File: config.mk
export PLATFORM = sky130hd
export DESIGN_NAME = aes_v3_col
export DESIGN_NICKNAME = d
export VERILOG_FILES = /design/src/rtl/aes_v3_pkg.sv /design/src/rtl/aes_v3_1.sv /design/src/rtl/aes_v3_col.sv
export SDC_FILE = /design/constraint.sdc
export NUM_CORES = 1
export LEC_CHECK = 0
export ABC_CLOCK_PERIOD_IN_PS = 21700
export BUFFER_PORTS_ARGS = -buffer_cell sky130_fd_sc_hd__buf_2
export CAP_MARGIN = 25
export CORE_MARGIN = 1
export CORE_UTILIZATION = 55
export CTS_CLUSTER_SIZE = 30
export DETAILED_ROUTE_END_ITERATION = 7
export PLACE_DENSITY_LB_ADDON = 0.2
export SLEW_MARGIN = 20
export SYNTH_ARGS = -nofsm -noshare
export SYNTH_HDL_FRONTEND = slang
export SYNTH_SLANG_ARGS = --single-unit
File: constraint.sdc
create_clock -name g_clk -period 21.7 [get_ports g_clk]
set_clock_uncertainty 0.05 [all_clocks]
set_input_delay 2.17 -clock g_clk [delete_from_list [all_inputs] [get_ports g_clk]]
set_output_delay 2.17 -clock g_clk [all_outputs]
set_load 0.02 [all_outputs]
File: src/rtl/aes_v3_pkg.sv
// Shared definitions for the AES column sequencer: FSM encoding, step count,
// request payload and GF(2^8) / S-box helpers used by the byte unit.
package aes_v3_pkg;

  localparam logic [1:0] ST_IDLE = 2'd0;
  localparam logic [1:0] ST_RUN  = 2'd1;
  localparam logic [1:0] ST_DONE = 2'd2;

  localparam int unsigned AES_V3_COL_STEPS = 4;
  localparam int unsigned WORD_W           = 32;

  // Registered request operands held for the whole column computation.
  typedef struct packed {
    logic                   mix;
    logic [1:0]             col;
    logic [3:0][WORD_W-1:0] s;
  } col_req_t;

  function automatic logic [7:0] xtime(input logic [7:0] x);
    return {x[6:0], 1'b0} ^ (x[7] ? 8'h1b : 8'h00);
  endfunction

  function automatic logic [7:0] gf_mul(input logic [7:0] a, input logic [7:0] b);
    logic [7:0] p;
    logic [7:0] x;
    p = 8'h00;
    x = a;
    for (int i = 0; i < 8; i++) begin
      if (b[i]) p = p ^ x;
      x = xtime(x);
    end
    return p;
  endfunction

  // Multiplicative inverse as x^254; maps 0 to 0 as the S-box requires.
  function automatic logic [7:0] gf_inv(input logic [7:0] x);
    logic [7:0] sq;
    logic [7:0] r;
    sq = gf_mul(x, x);
    r  = sq;
    for (int i = 0; i < 6; i++) begin
      sq = gf_mul(sq, sq);
      r  = gf_mul(r, sq);
    end
    return r;
  endfunction

  function automatic logic [7:0] sbox(input logic [7:0] x);
    logic [7:0] v;
    v = gf_inv(x);
    return v ^ {v[6:0], v[7]} ^ {v[5:0], v[7:6]} ^ {v[4:0], v[7:5]} ^
           {v[3:0], v[7:4]} ^ 8'h63;
  endfunction

  function automatic logic [7:0] inv_sbox(input logic [7:0] x);
    logic [7:0] a;
    a = {x[6:0], x[7]} ^ {x[4:0], x[7:5]} ^ {x[1:0], x[7:2]} ^ 8'h05;
    return gf_inv(a);
  endfunction

endpackage

File: src/rtl/aes_v3_1.sv
// Single-byte AES round unit: rd = rs1 ^ rotl(mix(sbox(rs2.byte[bs])), 8*bs).
// DECRYPT_EN=0 removes the inverse S-box / InvMixColumns path.
module aes_v3_1
  import aes_v3_pkg::*;
#(
  parameter bit DECRYPT_EN = 1'b1
) (
  input  logic              valid,
  input  logic              dec,
  input  logic              mix,
  input  logic [WORD_W-1:0] rs1,
  input  logic [WORD_W-1:0] rs2,
  input  logic [1:0]        bs,
  output logic [WORD_W-1:0] rd
);

  logic              dec_en;
  logic [7:0]        sel_byte;
  logic [7:0]        sb;
  logic [WORD_W-1:0] col_word;
  logic [WORD_W-1:0] rot_word;

  // Byte select, substitution and the single-column (Inv)MixColumns contribution.
  always_comb begin
    dec_en   = DECRYPT_EN && dec;
    sel_byte = rs2[{bs, 3'b000} +: 8];
    sb       = dec_en ? inv_sbox(sel_byte) : sbox(sel_byte);
    if (!mix) begin
      col_word = {24'h000000, sb};
    end else if (dec_en) begin
      col_word = {gf_mul(sb, 8'h0b), gf_mul(sb, 8'h0d), gf_mul(sb, 8'h09), gf_mul(sb, 8'h0e)};
    end else begin
      col_word = {xtime(sb) ^ sb, sb, sb, xtime(sb)};
    end
    case (bs)
      2'd0:    rot_word = col_word;
      2'd1:    rot_word = {col_word[23:0], col_word[31:24]};
      2'd2:    rot_word = {col_word[15:0], col_word[31:16]};
      default: rot_word = {col_word[7:0], col_word[31:8]};
    endcase
    rd = valid ? (rs1 ^ rot_word) : '0;
  end

endmodule

File: src/rtl/aes_v3_col.sv
// Column sequencer: runs aes_v3_1 four times to build one AES round column.
// Define AES_V3_COL_DECRYPT_EN to honour req_dec (inverse ShiftRows indexing).
module aes_v3_col
  import aes_v3_pkg::*;
(
  input  logic              g_clk,
  input  logic              g_reset,
  input  logic              req_valid,
  output logic              req_ready,
  input  logic              req_dec,
  input  logic              req_mix,
  input  logic [1:0]        req_col,
  input  logic [WORD_W-1:0] req_s0,
  input  logic [WORD_W-1:0] req_s1,
  input  logic [WORD_W-1:0] req_s2,
  input  logic [WORD_W-1:0] req_s3,
  input  logic [WORD_W-1:0] req_rk,
  output logic              rsp_valid,
  input  logic              rsp_ready,
  output logic [WORD_W-1:0] rsp_data,
  output logic              busy
);

  logic [1:0]        state_q, state_d;
  logic [1:0]        step_q, step_d;
  logic [WORD_W-1:0] acc_q, acc_d;
  logic [WORD_W-1:0] rsp_data_q, rsp_data_d;
  logic              rsp_valid_q, rsp_valid_d;
  logic              req_ready_q, req_ready_d;
  logic              busy_q, busy_d;
  col_req_t          req_q, req_d;
  logic              dec_q, dec_d;

  logic              run;
  logic [1:0]        src_idx;
  logic              u_valid;
  logic              u_dec;
  logic              u_mix;
  logic [WORD_W-1:0] u_rs1;
  logic [WORD_W-1:0] u_rs2;
  logic [1:0]        u_bs;
  logic [WORD_W-1:0] u_rd;

`ifdef AES_V3_COL_DECRYPT_EN
  localparam bit DEC_EN = 1'b1;
  logic          req_dec_eff;
  assign req_dec_eff = req_dec;
`else
  localparam bit DEC_EN = 1'b0;
  logic          req_dec_eff;
  logic          unused_req_dec;
  assign req_dec_eff    = 1'b0;
  assign unused_req_dec = req_dec;
`endif

  // Operand mux: ShiftRows source column; operands held at zero outside RUN.
  always_comb begin
    run = (state_q == ST_RUN);
`ifdef AES_V3_COL_DECRYPT_EN
    src_idx = dec_q ? 2'(req_q.col - step_q) : 2'(req_q.col + step_q);
`else
    src_idx = 2'(req_q.col + step_q);
`endif
    u_valid = run;
    u_dec   = run & dec_q;
    u_mix   = run & req_q.mix;
    u_rs1   = run ? acc_q : '0;
    u_rs2   = run ? req_q.s[src_idx] : '0;
    u_bs    = run ? step_q : 2'd0;
  end

  aes_v3_1 #(
    .DECRYPT_EN (DEC_EN)
  ) i_aes_v3_1 (
    .valid (u_valid),
    .dec   (u_dec),
    .mix   (u_mix),
    .rs1   (u_rs1),
    .rs2   (u_rs2),
    .bs    (u_bs),
    .rd    (u_rd)
  );

  // Next-state and registered-output logic.
  always_comb begin
    state_d     = state_q;
    step_d      = step_q;
    acc_d       = acc_q;
    rsp_data_d  = rsp_data_q;
    rsp_valid_d = rsp_valid_q;
    req_ready_d = req_ready_q;
    busy_d      = busy_q;
    req_d       = req_q;
    dec_d       = dec_q;
    case (state_q)
      ST_IDLE: begin
        if (req_valid) begin
          req_d.mix   = req_mix;
          req_d.col   = req_col;
          req_d.s     = {req_s3, req_s2, req_s1, req_s0};
          dec_d       = req_dec_eff;
          acc_d       = req_rk;
          step_d      = 2'd0;
          state_d     = ST_RUN;
          req_ready_d = 1'b0;
          busy_d      = 1'b1;
        end
      end
      ST_RUN: begin
        acc_d  = u_rd;
        step_d = 2'(step_q + 2'd1);
        if (step_q == 2'(AES_V3_COL_STEPS - 1)) begin
          state_d     = ST_DONE;
          rsp_data_d  = u_rd;
          rsp_valid_d = 1'b1;
        end
      end
      ST_DONE: begin
        if (rsp_ready) begin
          state_d     = ST_IDLE;
          rsp_valid_d = 1'b0;
          req_ready_d = 1'b1;
          busy_d      = 1'b0;
        end
      end
      default: begin
        state_d     = ST_IDLE;
        rsp_valid_d = 1'b0;
        req_ready_d = 1'b1;
        busy_d      = 1'b0;
      end
    endcase
  end

  always_ff @(posedge g_clk) begin
    if (g_reset) begin
      state_q     <= ST_IDLE;
      step_q      <= 2'd0;
      acc_q       <= '0;
      rsp_data_q  <= '0;
      rsp_valid_q <= 1'b0;
      req_ready_q <= 1'b1;
      busy_q      <= 1'b0;
      req_q       <= '0;
      dec_q       <= 1'b0;
    end else begin
      state_q     <= state_d;
      step_q      <= step_d;
      acc_q       <= acc_d;
      rsp_data_q  <= rsp_data_d;
      rsp_valid_q <= rsp_valid_d;
      req_ready_q <= req_ready_d;
      busy_q      <= busy_d;
      req_q       <= req_d;
      dec_q       <= dec_d;
    end
  end

  assign req_ready = req_ready_q;
  assign rsp_valid = rsp_valid_q;
  assign rsp_data  = rsp_data_q;
  assign busy      = busy_q;

endmodule

==> out/qor.csv <==
stage;metric;value;unit
status;outcome;complete, no violations;
worst_setup_path;crit start category;flip-flop;
timing;Worst slew margin;27.2;%
route;via count;26300;
worst_setup_path;Worst Setup EP;acc_q[20];
route;DRT iter0 DRCs;2841;
worst_setup_path;Crit. Startpoint;step_q[0];
finish;Final Core Density;60.6;%
clock_tree;Clock Sinks;202;
grt;gr ovfl total;0;
worst_setup_path;Worst Path Required;22000;ps
place;port bufs;201;
timing;worst-margin pin slew;1080;ps
synth;syn_area_per_cell;7.61;µm²
route;drt total wl;82200;µm
flow_run;max cap viols;0;
place;DP Cell Count;4163;
worst_hold_path;Min-Delay Path Class;flip-flop to flip-flop;
timing;Hold Fails Final Rpt;0;
worst_setup_path;element type at the critical path end;flip-flop;
synth;Post-synth EDFFs;0;
timing;Max Slew Vio Count;0;
route;Vias/cell;6.25;
synth;asr flop ratio synth;0;%
floorplanning;Die Y-Extent;222;µm
finish;Post-layout nets;3750;
grt;vias in the first global route;24600;
timing;Final min period;20410;ps
synth;predominant post-synthesis flop cell;dfxtp_1;
floorplanning;chip width;222;µm
worst_setup_path;Worst Path Max Fanout;47;
worst_setup_path;CP peak stage delay;690;ps
worst_setup_path;WS Path Type;flip-flop to flip-flop;
grt;GRT Overall Usage;32.2;%
synth;post-synth top area cell;dfxtp_1;
worst_setup_path;Arrival @ worst endpoint;20710;ps
synth;Synth top area share;15.1;%
finish;layout cells sized above 1;14.6;%
route;post-route ant nets;0;
finish;final instance count without filler cells;4204;
floorplanning;Initial Utilization;55.9;%
worst_setup_path;Reg2Reg Setup Slack;1290;ps
worst_setup_path;Worst R2R Start;step_q[0];
worst_setup_path;Top Family by Delay on Critical Path;compound AO/OA/AOI/OAI gates;
clock_tree;CTS max path bufs;3;
place;Detailed Place HPWL;59400;µm
route;routed length per instance;19.5;µm
worst_hold_path;hold path cells;2;
timing;setup violators final;0;
clock_tree;CTS Hold Bufs;0;
worst_setup_path;Critical path buffers and inverters;7;
clock_tree;Resize count post-CTS;0;
worst_setup_path;R2R depth;64;
floorplanning;core box area;47800;µm²
synth;Yosys cell types;114;
route;DRC;0;
worst_setup_path;slowest CP cell;or4_1;
synth;Syn Inst Count;3513;
synth;sequential cell area fraction in the yosys report;15.1;%
clock_tree;CTS tree;built;
synth;Cell Area, Synth;26700;µm²
finish;most frequent cells in the layout;nand2_1, nor2_1, xnor2_1;
grt;first-pass GRT wire length;132000;µm
finish;most common cell after layout, fill and taps aside;nand2_1;
timing;setup TNS;0;ps
synth;Synth Warn #;0;
floorplanning;cell row count;80;
floorplanning;num ports;203;
synth;Syn Nets;3690;
timing;crit share post-route;94.1;%
timing;max frequency;0.0490;GHz
finish;P&R area growth vs syn;8.48;%
clock_tree;Clock Latency Late Sink;520;ps
worst_setup_path;Worst path depth;64;
synth;#FFs+latches synth;202;
floorplanning;die area;49500;µm²
worst_setup_path;Reg-to-Reg End;acc_q[20];
grt;largest net degree at the start of global routing;123;
clock_tree;Reg clk slew, reported paths;60;ps
route;First-pass DRT Iterations;7;
synth;synth top area cells;dfxtp_1, xnor2_1, xnor3_1;
clock_tree;Inserted Clock Buffers;19;
timing;RSZ-0062 raised after global routing;false;
place;Final GP Congestion;0.925;
clock_tree;number of H-tree levels;1;
clock_tree;post-CTS setup repair buffer count;0;
finish;design area;29000;µm²
place;Placed Area;28300;µm²
grt;initial antenna violation count;2;
clock_tree;clk root buf;clkbuf_16;
==> layer usage <==
metal | part of all wire [%] | vias to the layer above | GRT usage (%)
li1 | - | 12400 | -
met4 | 2.8 | 0 | 9.19
met3 | 7.3 | 159 | 3.00
met1 | 42 | 12500 | 43.1
met2 | 48 | 1188 | 54.9
met5 | 0 | - | 0
==> cells by family (layout without fill, tap and decap cells) <==
kind of cell    after synthesis  after routing  share of synthesized area, %
mux                         130            130                          5.98
flops                       202            202                          15.1
fa+ha+maj                    10             10                         0.459
simple gates               1364           1364                          22.3
xor+xnor                    673            673                          31.3
buf+inv                     293            366                          4.63
compound gates              841            841                          20.2
other cells                   0              3                             0
==> how the worst min path moves through the flow <==
| stage | from | end | slack [ps] |
|---|---|---|---|
| finish | rsp_data[30] | rsp_data[30] | 400 |
| floorplan | req_q[1] | req_q[1] | 380 |
| global placement | rsp_data[19] | rsp_data[19] | 390 |
| detailed placement | req_q[118] | req_q[118] | 390 |
| global route | req_q[55] | req_q[55] | 420 |
| CTS | req_q[124] | req_q[124] | 400 |
==> synth_stat cells, types with 10 or more instances <==
cell	number
or3_1	23
nand3_1	73
a211oi_1	26
xnor3_2	14
o32ai_1	10
or4_1	10
nor3_1	103
o21ai_0	112
buf_1	22
and3_1	17
or2_2	15
buf_4	15
a22oi_1	24
xor2_1	112
nand4_1	10
a21oi_1	327
a21o_1	12
inv_1	21
a31oi_1	30
xnor3_1	101
mux2_2	14
xnor2_2	27
o21a_1	13
nand2b_1	21
o21ai_1	33
xor2_2	10
and2_1	25
clkbuf_1	189
dfxtp_1	202
mux4_2	22
o31ai_1	13
o211ai_1	30
nor2_1	400
xnor2_4	14
a222oi_1	11
mux2i_1	92
buf_2	34
o22ai_1	36
nor4_1	18
xnor2_1	375
nand2_1	587
a32oi_1	12
==> flip-flops by register name, indices dropped and copies added, names as in the netlist <==
name	cells
acc_q	32
busy	1
req_q	131
req_ready	1
rsp_data	32
rsp_valid	1
state_q	2
step_q	2
==> through the flow <==
stage	hold WS [ps]	worst slack (ps)
after floorplan	382	4270
after detailed placement	393	1180
after global placement	389	1390
after CTS	404	1070
final	403	1290
after global routing	417	72.4
==> worst reg2reg max path, delay by kind of cell (launching register included) <==
family	cells	cell delay, ps
mux	3	890
simple gates	19	5620
xor+xnor	11	3900
flops	1	670
compound gates	22	6730
fa+ha+maj	2	650
buf+inv	7	1750
==> cell type report <==
cell class	instances	area (µm²)
Antenna cell	3	7.51
Clock buffer	20	479
Clock inverter	14	170
Fill cell	4370	18800
Inverter	27	101
Multi-Input combinational cell	3018	21600
Sequential cell	202	4050
Tap cell	615	769
Timing Repair Buffer	305	1800
Power is not shown: default switching activity piles up to over one toggle a cycle in this logic, so the estimate is an artifact.
